## config.mk

```make
export PLATFORM = sky130hd
export DESIGN_NAME = lnet_layer_sequencer
export DESIGN_NICKNAME = d
export VERILOG_FILES = /design/src/rtl/lnet_layer_sequencer_pkg.sv /design/src/rtl/lnet_layer_sequencer_neuron_lookup.sv /design/src/rtl/lnet_layer_sequencer.sv
export SDC_FILE = /design/constraint.sdc
export NUM_CORES = 1
export LEC_CHECK = 0
export ABC_CLOCK_PERIOD_IN_PS = 7150
export CAP_MARGIN = 0
export CORE_UTILIZATION = 30
export DETAILED_ROUTE_END_ITERATION = 10
export GPL_TIMING_DRIVEN = 0
export PLACE_DENSITY = 0.42
export SETUP_SLACK_MARGIN = 0.2
export SLEW_MARGIN = 20
export SYNTH_ARGS = -nofsm -noshare
export SYNTH_HDL_FRONTEND = slang
export SYNTH_SLANG_ARGS = --single-unit
export TNS_END_PERCENT = 5
```

## constraint.sdc

```tcl
create_clock -name clk -period 7.15 [get_ports clk]
set_input_delay 1.43 -clock clk [delete_from_list [all_inputs] [get_ports clk]]
set_output_delay 1.43 -clock clk [all_outputs]
set_load 0.03 [all_outputs]
```

## src/rtl/lnet_layer_sequencer_pkg.sv

```systemverilog
// Shared constants and FSM encoding for the time-multiplexed LogicNets layer sequencer.
// The sequencer and its shared lookup datapath both import this package.
package lnet_pkg;

  localparam int DEFAULT_FAN_IN = 6;

  localparam logic CFG_SEL_TT   = 1'b0;
  localparam logic CFG_SEL_CONN = 1'b1;

  typedef enum logic [1:0] {
    IDLE = 2'd0,
    EVAL = 2'd1,
    HOLD = 2'd2
  } state_t;

endpackage

```

## src/rtl/lnet_layer_sequencer_neuron_lookup.sv

```systemverilog
// Combinational gather + truth-table lookup for a single LogicNets neuron.
// Address bit k is the input bit selected by connectivity index k; out-of-range indices read 0.
module lnet_neuron_lookup
  import lnet_pkg::*;
#(
  parameter int IN_WIDTH = 16,
  parameter int FAN_IN   = DEFAULT_FAN_IN,
  parameter int IDX_W    = $clog2(IN_WIDTH)
) (
  input  logic [IN_WIDTH-1:0]     in_vec,
  input  logic [FAN_IN*IDX_W-1:0] conn,
  input  logic [(2**FAN_IN)-1:0]  tt,
  output logic                    out_bit
);

  localparam int             PAD_W     = 2 ** IDX_W;
  localparam logic [IDX_W:0] IDX_LIMIT = (IDX_W + 1)'(IN_WIDTH);

  logic [PAD_W-1:0]  in_pad;
  logic [FAN_IN-1:0] addr;

  // Zero-extend so every encodable index selects a defined bit.
  assign in_pad = PAD_W'(in_vec);

  for (genvar gi = 0; gi < FAN_IN; gi++) begin : g_gather
    logic [IDX_W-1:0] idx;
    logic             in_range;
    assign idx      = conn[gi*IDX_W +: IDX_W];
    assign in_range = ({1'b0, idx} < IDX_LIMIT);
    assign addr[gi] = in_range & in_pad[idx];
  end

  assign out_bit = tt[addr];

endmodule

```

## src/rtl/lnet_layer_sequencer.sv

```systemverilog
// Sequential evaluator for one LogicNets sparse layer: one neuron per cycle through a
// single shared lookup, tables loaded through a configuration port while idle.
module lnet_layer_sequencer
  import lnet_pkg::*;
#(
  parameter int IN_WIDTH    = 16,
  parameter int NUM_NEURONS = 8,
  parameter int FAN_IN      = DEFAULT_FAN_IN,
  parameter int IDX_W       = $clog2(IN_WIDTH)
) (
  input  logic                           clk,
  input  logic                           rst,
  input  logic                           cfg_we,
  input  logic                           cfg_sel,
  input  logic [$clog2(NUM_NEURONS)-1:0] cfg_addr,
  input  logic [(2**FAN_IN)-1:0]         cfg_data,
  output logic                           cfg_ready,
  input  logic                           s_valid,
  output logic                           s_ready,
  input  logic [IN_WIDTH-1:0]            s_data,
  output logic                           m_valid,
  input  logic                           m_ready,
  output logic [NUM_NEURONS-1:0]         m_data,
  output logic                           busy
);

  localparam int               TT_W   = 2 ** FAN_IN;
  localparam int               CONN_W = FAN_IN * IDX_W;
  localparam int               CNT_W  = $clog2(NUM_NEURONS);
  localparam logic [CNT_W-1:0] LAST_N = CNT_W'(NUM_NEURONS - 1);

  state_t                 state_q, state_d;
  logic [CNT_W-1:0]       cnt_q, cnt_d;
  logic [IN_WIDTH-1:0]    in_q, in_d;
  logic [NUM_NEURONS-1:0] result_q, result_d;
  logic [TT_W-1:0]        tt_q   [NUM_NEURONS];
  logic [TT_W-1:0]        tt_d   [NUM_NEURONS];
  logic [CONN_W-1:0]      conn_q [NUM_NEURONS];
  logic [CONN_W-1:0]      conn_d [NUM_NEURONS];
  logic                   cfg_wr;
  logic                   lut_bit;

  // Writes are only honoured while idle; during EVAL/HOLD they are silently dropped.
  assign cfg_wr = cfg_we && (state_q == IDLE);

  always_comb begin
    for (int i = 0; i < NUM_NEURONS; i++) begin
      tt_d[i]   = tt_q[i];
      conn_d[i] = conn_q[i];
      if (cfg_wr && (cfg_addr == CNT_W'(i))) begin
        if (cfg_sel == CFG_SEL_CONN) begin
          conn_d[i] = cfg_data[CONN_W-1:0];
        end else begin
          tt_d[i] = cfg_data;
        end
      end
    end
  end

  lnet_neuron_lookup #(
    .IN_WIDTH (IN_WIDTH),
    .FAN_IN   (FAN_IN),
    .IDX_W    (IDX_W)
  ) u_lookup (
    .in_vec  (in_q),
    .conn    (conn_q[cnt_q]),
    .tt      (tt_q[cnt_q]),
    .out_bit (lut_bit)
  );

  always_comb begin
    state_d  = state_q;
    cnt_d    = cnt_q;
    in_d     = in_q;
    result_d = result_q;
    unique case (state_q)
      IDLE: begin
        if (s_valid) begin
          in_d     = s_data;
          result_d = '0;
          cnt_d    = '0;
          state_d  = EVAL;
        end
      end
      EVAL: begin
        result_d[cnt_q] = lut_bit;
        if (cnt_q == LAST_N) begin
          state_d = HOLD;
        end else begin
          cnt_d = cnt_q + 1'b1;
        end
      end
      HOLD: begin
        if (m_ready) begin
          state_d = IDLE;
        end
      end
      default: state_d = IDLE;
    endcase
  end

  always_ff @(posedge clk) begin
    if (rst) begin
      state_q  <= IDLE;
      cnt_q    <= '0;
      in_q     <= '0;
      result_q <= '0;
      for (int i = 0; i < NUM_NEURONS; i++) begin
        tt_q[i]   <= '0;
        conn_q[i] <= '0;
      end
    end else begin
      state_q  <= state_d;
      cnt_q    <= cnt_d;
      in_q     <= in_d;
      result_q <= result_d;
      for (int i = 0; i < NUM_NEURONS; i++) begin
        tt_q[i]   <= tt_d[i];
        conn_q[i] <= conn_d[i];
      end
    end
  end

  assign s_ready   = (state_q == IDLE);
  assign cfg_ready = (state_q == IDLE);
  assign m_valid   = (state_q == HOLD);
  assign busy      = (state_q != IDLE);
  assign m_data    = result_q;

endmodule

```

### Word level (Yosys, flattened, before mapping)

Memory sizes are Yosys's and may differ from the RTL's. A register that Yosys moved wholly into a read port is not among the register bits.
Cells that the tools add are included.

| storage, ports and cells | value |
|---|---|
| register bits after elaboration | 29 |
| RAM bits | 704 |
| input port bits | 89 |
| output and inout port bits | 12 |
| word-level logic and storage cells | 193 |
| memories kept | 2 |

Memories:

| memory | words | width | rd ports | clocked after Yosys merged registers in | wr ports | line | source |
|---|---|---|---|---|---|---|---|
| tt_q | 8 | 64 | 1 | 1 | 8 | lnet_layer_sequencer.sv:36 | `logic [TT_W-1:0] tt_q [NUM_NEURONS];` |
| conn_q | 8 | 24 | 1 | 1 | 8 | lnet_layer_sequencer.sv:38 | `logic [CONN_W-1:0] conn_q [NUM_NEURONS];` |

| cells by class | value |
|---|---|
| $add $sub $neg | 1 |
| $lt $le $gt $ge | 9 |
| eq/ne operators | 46 |
| muxes and demuxes | 81 |
| bitwise gates (word level) | 16 |
| reductions and logical operators | 34 |

Operators by type and width:

| kind | count |
|---|---|
| $mux W64 | 24 |
| $mux W24 | 24 |
| $reduce_and A3 Y1 | 18 |
| $ne A2 B2 Y1 const B | 18 |
| $lt A4 B5 Y1 const B | 6 |
| $bmux W1 S4 | 6 |
| $mux W3 | 6 |
| $ne A1 B1 Y1 const B | 16 |
| $or A1 B1 Y1 | 16 |
| $pmux W8 S2 | 1 |
| $eq A3 B3 Y1 const B | 5 |
| $mux W1 | 11 |
| $logic_and A1 B1 Y1 | 10 |
| $bwmux W8 | 1 |
| $mux W8 | 1 |
| $lt A6 B7 Y1 const B | 1 |
| $bmux W1 S6 | 1 |
| $eq A3 B2 Y1 const B | 2 |
| $mux W2 | 3 |
| $pmux W2 S3 | 1 |
| $pmux W3 S2 | 1 |
| $lt A3 B4 Y1 const B | 1 |
| $ne A2 B1 Y1 const B | 2 |
| $reduce_and A2 Y1 | 2 |
| other kinds (9) | 10 |

### Longest topological paths before layout

| depth | value |
|---|---|
| word-level depth | 6 |
| gate-level depth with buffers | 17 |
| gate-level depth less buffers | 11 |

### Cells and area by module

Synthesis repeated with hierarchy kept, for this count alone.

| second synthesis, totals | value |
|---|---|
| cells, all modules | 2,148 |
| area total of the unflattened synthesis | 32,796.5 µm² |

Modules (own cells, without submodules):

| module | times used | cells each | area each (µm²) | seq. area each (µm²) |
|---|---|---|---|---|
| lnet_layer_sequencer | 1 | 2,009 | 31,396.4 | 21,780.9 |
| lnet_neuron_lookup | 1 | 139 | 1,400.1 | 0.0 |

### Worst setup path after synthesis

OpenSTA, ideal clock, no wires.

| path | value |
|---|---|
| kind | in2reg |
| start point | input port cfg_we |
| end point | memory tt_q[3][0] (netlist bit), enable pin |
| setup time | 433 ps |
| data arrival time | 3,498 ps |
| data required time | 6,717 ps |
| slack | 3,220 ps |
| stages | 5 |
| buffers on the path | 0 |
| cells stage by stage | nand2_1 > or2_2 > nor2_1 > nand3_1 > nand2b_1 |

RTL lines:

| item | line | source |
|---|---|---|
| from (decl) | lnet_layer_sequencer.sv:13 | `input logic cfg_we,` |
| to (decl) | lnet_layer_sequencer.sv:36 |  |

==> key figures <==
Setup path
  – Worst EP required: between 7 and 8 ns
  – Worst Setup End Kind: flop
  – CP Cell Sequence: buf_4, buf_12, buf_12, buf_6, buf_6, buf_4, buf_2, buf_2, buf_2, mux4_2, o21ai_0, nand4_1, nand4_1, a32oi_1, nand4_4, o31ai_1
  – Most used cell along the critical path: buf_2
  – Worst Setup Path Type: reg2reg
  – CP Launch Type: flop
  – Worst EP arrival: roughly 5.6 ns
  – Worst path slowest cell: buf_2
  – Crit-path max FO: 10
  – Flop2flop setup slack: just over 2 ns
  – Slowest stage delay, CP: ~0.56 ns

Clocking
  – Clk pin slew, worst setup/hold paths: roughly 0.06 ns
  – Num CTS Buffers: between 80 and 90
  – CTS Sinks: approximately 740
  – Post-CTS Setup Bufs: 0
  – Worst-skew pair later-pin latency: between 0.6 and 0.7 ns
  – Hold buffers post-CTS: 0
  – Root buffer cell: clkbuf_16
  – CTS tree: built
  – CTS HTree Levels: 3
  – Clock tree buffer depth: 3
  – Post-CTS sizing: 0

Job
  – Max Cap Viol: 0

STA
  – Final setup vio count: 0
  – Max Clk Rate: approximately 200 MHz
  – Tcrit/Tclk final: around 71%
  – WHS: approximately 0.47 ns
  – Fin crit period: 5.112 ns
  – Worst Tran Pin Value: 1.139 ns
  – Final hold vios: 0
  – Fin. max-slew vios: 0
  – RSZ-0062 raised after global routing: no
  – Clk_skew: 0.03145 ns
  – Max-slew headroom: 24.08%
  – Setup WS post-layout: 2.038 ns

Route
  – Drt drc: 0
  – Total routed wirelength: 107800 um
  – Avg Vias per Cell: 5.125
  – Pre-antenna DRT Iters: 5
  – Via count: between 20k and 25k
  – Wire per inst: roughly 27 um
  – DR iter-0 viols: about 1.9k
  – Antenna viol nets, final: 0

Yosys
  – Syn_nets: around 2.4k
  – #FFs+latches synth: 736
  – EDFF count, synth: approximately 700
  – Post-Syn Area per Cell: around 14 um2
  – Async SR Flop Fraction: 0%
  – Post-Syn Area: ~0.033 mm2
  – Leading register cell type out of synthesis: edfxtp_1
  – Synth warnings: 0
  – Mapped Cells: 2263
  – Register area share after synthesis: 66.50%
  – Library cells used by synthesis: 77

Finish
  – Non-Filler Instances: about 4k
  – Area growth from synthesis to layout: 17.68%
  – Final layout net count: around 2.6k
  – Finished Core Util: 35.81%
  – Most frequent cells in the layout: 704 x edfxtp_1, 559 x nor2_1, 173 x mux4_2
  – Fillcell total: between 10k and 15k
  – Layout cells sized above 1: 16.61%
  – N_diodes: 0
  – Commonest non-fill, non-tap cell in the layout: edfxtp_1

Placement
  – Cells after DPL: between 3k and 4k
  – # port buffers: 98
  – Final GP Congestion: between 0.8 and 0.9
  – Final HPWL DP: 73490 um
  – Post-place setup slack: 1.992 ns

Floorplan
  – # IOs: slightly above 100
  – Die X-Extent: 332.4 um
  – Die height: roughly 330 um
  – Core area: 0.1077 mm2
  – Initial Util: roughly 30%
  – # rows: between 100 and 150
  – Die footprint: around 0.11 mm2

Global route
  – GR Util All Layers: 19.55%
  – Grt total ovfl: 0
  – Largest net degree at the start of global routing: 39
  – First-pass GRT wire length: about 150000 um
  – Initial antenna violation count: 3
  – Via count of the first global-routing pass: about 21k

Worst hold path
  – Worst Hold Class: reg2reg

Power and ir drop
  – Total power: just over 10 mW
  – Power Density: about 270 mW/mm2
  – Leak Pwr: between 10 and 15 nW
  – VDD IR max: 155.6 uV

Outcome
  – Status: completed
metrics by stage:
| stage | TNS (ns) | instance area [um2] |
|---|---|---|
| after detailed placement | 0 | 35930 |
| after CTS | 0 | 38550 |
| after floorplan | 0 | 32750 |
| final | 0 | 38550 |
| after global placement | -44.40 | 35490 |
| after global routing | 0 | 38550 |
final timing paths:
check                                            start                     end  depth (start not counted)
worst max-delay path                              flop  m_data[0]$_SDFFE_PP0P_                         16
worst min-delay path            m_data[2]$_SDFFE_PP0P_  m_data[2]$_SDFFE_PP0P_                          2
worst max register to register                    flop  m_data[0]$_SDFFE_PP0P_                         16
worst min register to register  m_data[2]$_SDFFE_PP0P_  m_data[2]$_SDFFE_PP0P_                          2
synth_stat cells, types with 5 or more instances:
master	instances	area share (%)
a21oi_1	23	0.35
inv_1	70	0.80
edfxtp_1	704	65
a2111o_1	5	0.17
o21ai_0	22	0.34
and3_1	9	0.17
nand4_1	11	0.21
a22oi_1	20	0.46
buf_2	24	0.37
clkbuf_1	68	0.78
nor3_1	5	0.076
nand3_1	46	0.70
buf_1	34	0.39
o31ai_1	12	0.28
nor2_1	559	6.4
nand2b_1	84	1.6
buf_4	24	0.55
mux4_2	173	12
buf_6	14	0.48
mux2i_1	88	2.7
nand3b_1	10	0.23
or3_1	5	0.096
dfxtp_1	32	2.0
nand2_1	112	1.3
o21ai_1	6	0.092
mux2_2	9	0.31
power breakdown:
group	switching [mW]	internal (mW)	leakage, nW
clock	1.77	2.37	1.28
combinational	0.739	0.418	4.77
sequential	0.0643	4.93	7.49
total	2.58	7.71	13.5
worst max-delay path, delay by kind of cell (launching register included):
family | cells | cell delay (ns)
AND/OR/NAND/NOR | 3 | 0.54
flip-flops | 1 | 0.34
buffers and inverters | 9 | 2.87
AO/OA/AOI/OAI | 3 | 0.86
multiplexers | 1 | 0.33
flip-flops by register name, summed over array words and instances, names as in the netlist, named ones only:
| signal | flops |
|---|---|
| conn_q | 192 |
| m_data | 8 |
| state_q | 2 |
| in_q | 16 |
| tt_q | 512 |
| cnt_q | 3 |
routing by layer:
layer  global-route usage (%)  vias up  wire (um)
li1                         -     8793          -
met1                    25.91    10480      46320
met2                    32.54      701      51820
met3                    3.457      172       6467
met4                    5.979        4       3214
met5                        0        -         18
layout make-up:
cell class,count,area (um2),share of cell area [%]
Multi-Input combinational cell,1288,9864,25.59
Timing Repair Buffer,112,1344,3.486
Sequential cell,736,21780,56.51
Inverter,70,262.8,0.6817
Clock buffer,108,2277,5.908
Buffer,169,927.1,2.405
Tap cell,1403,1755,4.554
Clock inverter,46,334.1,0.8667
logic make-up after synthesis:
group,Yosys count,share of synthesized area [%]
muxes,273,15.07
AOI/OAI and AO/OA,140,3.079
adders and majority gates,2,0.07639
buffers and inverters,239,3.625
DFF,736,66.50
and+or+nand+nor,873,11.65
No activity file was read; power rests on OpenSTA's default activity.
